## src/rtl/lut_pkg.sv

```systemverilog
// lut_pkg: mode encodings and sizing helpers shared by the multimode LUT.
package lut_pkg;
   localparam logic [1:0] LUT_MODE_ROM = 2'b00;
   localparam logic [1:0] LUT_MODE_RAM = 2'b01;
   localparam logic [1:0] LUT_MODE_SRL = 2'b10;
   function automatic int num_chunks(input int mem_size, input int cw);
      return mem_size / cw;
   endfunction
   function automatic int cnt_width(input int n);
      return (n > 1) ? $clog2(n) : 1;
   endfunction
endpackage

```

## src/rtl/lut_cfg_loader.sv

```systemverilog
// lut_cfg_loader: counts configuration chunks and flags when a full image is loaded.
module lut_cfg_loader
   import lut_pkg::*;
#(
   parameter int NUM_CHUNKS = 4,
   parameter int CNT_W = cnt_width(NUM_CHUNKS)
) (
   input  logic             clk,
   input  logic             rst_n,
   input  logic             config_en,
   output logic             chunk_we,
   output logic [CNT_W-1:0] chunk_idx,
   output logic             config_done
);
   logic [CNT_W-1:0] cnt;
   logic last;
   assign last = cnt == CNT_W'(NUM_CHUNKS - 1);
   assign chunk_we = config_en;
   assign chunk_idx = cnt;
   // the final chunk wins over the reload clear, so a single-chunk image ends done
   always_ff @(posedge clk or negedge rst_n) begin
      if (!rst_n) begin
         cnt <= '0;
         config_done <= 1'b0;
      end else if (config_en) begin
         cnt <= last ? '0 : cnt + CNT_W'(1);
         config_done <= last ? 1'b1 : (cnt == '0) ? 1'b0 : config_done;
      end
   end
endmodule

```

## src/rtl/lut_m_multimode.sv

```systemverilog
// lut_m_multimode: LUT / distributed RAM / variable-tap SRL with a chunked config loader.
module lut_m_multimode
   import lut_pkg::*;
#(
   parameter int INPUTS = 4,
   parameter int MEM_SIZE = 2**INPUTS,
   parameter int CONFIG_WIDTH = 4,
   parameter int OUT_REG = 0
) (
   input  logic                    clk,
   input  logic                    rst_n,
   input  logic [INPUTS-1:0]       addr,
   output logic                    out,
   input  logic                    config_en,
   input  logic [CONFIG_WIDTH-1:0] config_in,
   output logic                    config_done,
   input  logic [1:0]              mode,
   input  logic                    data_in,
   input  logic                    write_en,
   input  logic [INPUTS-1:0]       waddr,
   output logic                    shift_out
);
   localparam int NUM_CHUNKS = num_chunks(MEM_SIZE, CONFIG_WIDTH);
   localparam int CNT_W = cnt_width(NUM_CHUNKS);
   logic [MEM_SIZE-1:0] mem, mem_nxt;
   logic chunk_we;
   logic [CNT_W-1:0] chunk_idx;
   lut_cfg_loader #(.NUM_CHUNKS(NUM_CHUNKS), .CNT_W(CNT_W)) u_loader (
      .clk(clk),
      .rst_n(rst_n),
      .config_en(config_en),
      .chunk_we(chunk_we),
      .chunk_idx(chunk_idx),
      .config_done(config_done)
   );
   // config writes take priority; user writes need a complete image
   always_comb begin
      mem_nxt = mem;
      if (chunk_we) begin
         for (int i = 0; i < NUM_CHUNKS; i++)
            if (chunk_idx == CNT_W'(i)) mem_nxt[i*CONFIG_WIDTH +: CONFIG_WIDTH] = config_in;
      end else if (config_done && write_en) begin
         if (mode == LUT_MODE_RAM) mem_nxt[waddr] = data_in;
         else if (mode == LUT_MODE_SRL) mem_nxt = {mem[MEM_SIZE-2:0], data_in};
      end
   end
   always_ff @(posedge clk or negedge rst_n) begin
      if (!rst_n) mem <= '0;
      else mem <= mem_nxt;
   end
   assign shift_out = mem[MEM_SIZE-1];
   generate
      if (OUT_REG != 0) begin : g_reg
         logic rd_q;
         always_ff @(posedge clk or negedge rst_n) begin
            if (!rst_n) rd_q <= 1'b0;
            else rd_q <= mem[addr];
         end
         assign out = rd_q;
      end else begin : g_comb
         assign out = mem[addr];
      end
   endgenerate
endmodule

```

## config.mk

```make
export PLATFORM = sky130hd
export DESIGN_NAME = lut_m_multimode
export DESIGN_NICKNAME = d
export VERILOG_FILES = /design/src/rtl/lut_pkg.sv /design/src/rtl/lut_cfg_loader.sv /design/src/rtl/lut_m_multimode.sv
export SDC_FILE = /design/constraint.sdc
export NUM_CORES = 1
export LEC_CHECK = 0
export CAP_MARGIN = 10
export CORE_UTILIZATION = 53
export CTS_CLUSTER_SIZE = 40
export DETAILED_ROUTE_END_ITERATION = 10
export PLACE_DENSITY = 0.79
export SETUP_SLACK_MARGIN = 0.2
export SYNTH_ARGS = -nofsm -noshare
export SYNTH_HDL_FRONTEND = slang
export SYNTH_SLANG_ARGS = --single-unit
```

## constraint.sdc

```tcl
create_clock -name clk -period 2.3 [get_ports clk]
set_input_delay 0.69 -clock clk [delete_from_list [all_inputs] [get_ports clk]]
set_output_delay 0.69 -clock clk [all_outputs]
set_load 0.005 [all_outputs]
```

==> run_results.csv <==
group,metric,value,unit
die,core_area,0.002500,mm^2
synth,synth_top_family_by_area,"compound AO/OA/AOI/OAI gates",
synth,synthMuxAreaShare,0.1968,
global_route,grt_pass1_vias,1240,
synth,synth_seq_cells,19,
synth,ys_types,30,
routing,ant_nets,0,
place,post-dp-hpwl,2.906,mm
setup_path,max_stage_delay,0.47,ns
layout,syn_to_final_growth,34.27,%
global_route,grt_pass1_wl,5.733,mm
sta,relSlewSlack,0.7615,
synth,synth_area,0.001424,mm^2
global_route,use_met3,0.04802,
setup_path,rr_startpoint,"u_loader.config_done$_DFFE_PN0P_",
cts,cts_buffer_depth,2,
worst_hold_path,holdPathStages,1,
pwr,p_leak,0.8189,nW
die,die_x,53.83,um
synth,synth_fa_ha_area_frac,0.03515,
cts,clock_sinks,19,
synth,yosysSeqAreaShare,0.3339,
setup_path,startpoint_type,"input pin",
synth,ys_warn_count,0,
sta,fmax,0.4139,GHz
layout,drive_above_1_share,0.3583,
layout,antennaDiodeCount,0,
pwr,powerDensity,810.4,mW/mm^2
sta,period_share,1.050,
cts,clk_pin_slew,0.13,ns
setup_path,r2r_slack,0.67,ns
cts,ctsHoldBuffers,0,
setup_path,arrival,1.73,ns
routing,post-route-drc-count,0,
die,start_util,0.5696,
global_route,grt_max_degree,20,
synth,synth_flop_cell,"dfrtp_1",
routing,wl_per_cell,18.33,um
cts,htree_levels,1,
sta,drv_slew,0,
setup_path,critPathKind,"input pin to primary output",
place,place_ws,-0.9789,ns
synth,synth_edf_count,0,
routing,drt-initial-drc-count,75,
die,num_io_pins,22,
setup_path,cp-end-kind,"primary output",
routing,routed_wl,3.978,mm
sta,rsz0062_at_grt,"yes",
layout,final_area,0.001912,mm^2
setup_path,r2r_cells,4,
global_route,met1_usage,0.3698,
synth,synth_compound_gate_area_share,0.2118,
die,die_h,53.83,um
sta,finalWorstSetupSlack,-0.1160,ns
sta,fin_worst_skew,0.01653,ns
cts,numCtsBuffers,3,
setup_path,cp.required,1.61,ns
run,maxCapViolCount,0,
global_route,grtUsageTotal,0.2861,
cts,cts-root-buf,"clkbuf_4",
sta,worstMarginPinSlew,0.3533,ns
layout,layout_commonest_cell,"buf_4",
cts,clock_latency,0.31,ns
setup_path,worstPathCellList,"buf_8 > mux4_2 > nor2b_1 > a211oi_1 > a21oi_1 > buf_2",
routing,drtPass1Iterations,4,
global_route,top_usage_layer,"met2",
cts,cts_tree,"built",
pwr,irDropWorstVdd,0.0006783,V
die,rows,18,
routing,vias_per_cell,6.419,
synth,syn_inst,145,
synth,synth_simple_gate_area_frac,0.1687,
synth,synth_nets,168,
global_route,use_met2,0.4568,
place,place.gp.congestion,0.9383,
synth,synth_xor_area_frac,0.006151,
sta,hold_violations,0,
setup_path,slowest_stage,"mux4_2",
layout,layout.nets,211,
routing,vias,1393,
sta,min_period,2.416,ns
worst_hold_path,hold_path_end,"mem[15]$_DFFE_PN0P_",
worst_hold_path,hold_path_class,"flip-flop to flip-flop",
setup_path,r2r_end,"mem[14]$_DFFE_PN0P_",
worst_hold_path,min-delay-start,"mem[15]$_DFFE_PN0P_",
status,violations,"setup timing",
global_route,antenna_found_initial,0,
setup_path,cp_max_fo,4,
synth,async_reset_ff_frac,1.000,
place,place_area,0.001792,mm^2
global_route,gr-total-overflow,0,
synth,syn_avg_cell_area,9.820,um^2
place,numPortBuffers,21,
status,status,"finished with violations",
layout,layout_common_cells,"buf_4, dfrtp_1, clkdlybuf4s50_1",
die,dieArea,0.002898,mm^2
sta,setup_viol,1,
## synthesized netlist by cell type, drive strengths merged, types with 3 or more instances
cell / number / area [um^2]
nor2b: 3 / 18.77
a221o: 15 / 150.1
mux4: 4 / 90.09
nand2: 8 / 30.03
inv: 4 / 15.02
nor3: 7 / 35.03
ha: 4 / 50.05
nor2: 13 / 48.80
dfrtp: 19 / 475.5
buf: 5 / 43.79
o21ai: 23 / 115.1
mux2: 16 / 180.2
nand2b: 5 / 31.28
and2: 5 / 31.28
## cell families (layout without fill, tap and decap cells)
family,count (synthesis),count (layout)
AO/OA/AOI/OAI,42,42
XOR/XNOR,1,1
adder cells (fa/ha/maj),4,4
buffers and inverters,11,53
flip-flops,19,19
multiplexers,21,21
AND/OR/NAND/NOR,47,47
## report_power, final
group	switching, mW	internal [mW]	total (mW)
combinational	0.304	0.446	0.750
clock	0.115	0.0650	0.180
sequential	0.133	0.486	0.619
total	0.553	0.997	1.55
## routing by layer
layer  vias up  routed length [um]
li1        640                   -
met1       669                1647
met2        70                1914
met3        14                 281
met4         0                 135
met5         -                   0
## area by class of cell
| cell class | instances | area (um^2) |
|---|---|---|
| multi-input cells | 115 | 962.2 |
| fillers | 169 | 588.1 |
| flip-flops and latches | 19 | 475.5 |
| repair buffers | 45 | 394.1 |
| well taps | 30 | 37.54 |
| clock buffers | 3 | 22.52 |
| inverters | 4 | 15.01 |
| clock inverters | 1 | 5.005 |
## sequential cells by signal, summed over array words and instances (netlist names)
| signal | count |
|---|---|
| mem | 16 |
| u_loader.chunk_idx | 2 |
| u_loader.config_done | 1 |
## worst max-delay path: cells and delay by family
| kind | cells | cell delay, ns |
|---|---|---|
| compound gates | 2 | 0.22 |
| simple gates | 1 | 0.14 |
| buf+inv | 2 | 0.21 |
| mux | 1 | 0.47 |
## worst max path at each step
| stage | cells past startpoint | endpoint | start | slack (ns) |
|---|---|---|---|---|
| after floorplan | 4 | out | addr[0] | 0.11 |
| after global placement | 6 | out | addr[0] | -0.96 |
| after detailed placement | 6 | out | addr[0] | -0.98 |
| after CTS | 6 | out | addr[0] | -0.16 |
| after global routing | 6 | out | addr[0] | -0.19 |
| final | 6 | out | addr[0] | -0.12 |
## timing repair
action / in CTS / in global routing
gates cloned: 0 / 0
gates resized for setup: 18 / 17
buffers inserted: 1 / 0
pin swaps: 1 / 2
endpoints found under the setup margin: 3 / 17
## through the flow
| step | utilization | total power, mW | cells | hold slack [ns] | TNS, ns |
|---|---|---|---|---|---|
| after CTS | 0.7347 | 1.494 | 217 | 0.5549 | -0.1630 |
| after floorplan | - | 1.007 | 145 | 0.3944 | 0 |
| after global routing | 0.7648 | 1.635 | 217 | 0.5777 | -0.1883 |
| after global placement | 0.7167 | 1.297 | 212 | 0.5305 | -2.081 |
| after detailed placement | 0.7167 | 1.315 | 212 | 0.5262 | -2.545 |
| final | 0.7648 | 1.549 | 217 | 0.5550 | -0.1160 |
Note: power is estimated with default switching activity, not from simulation.
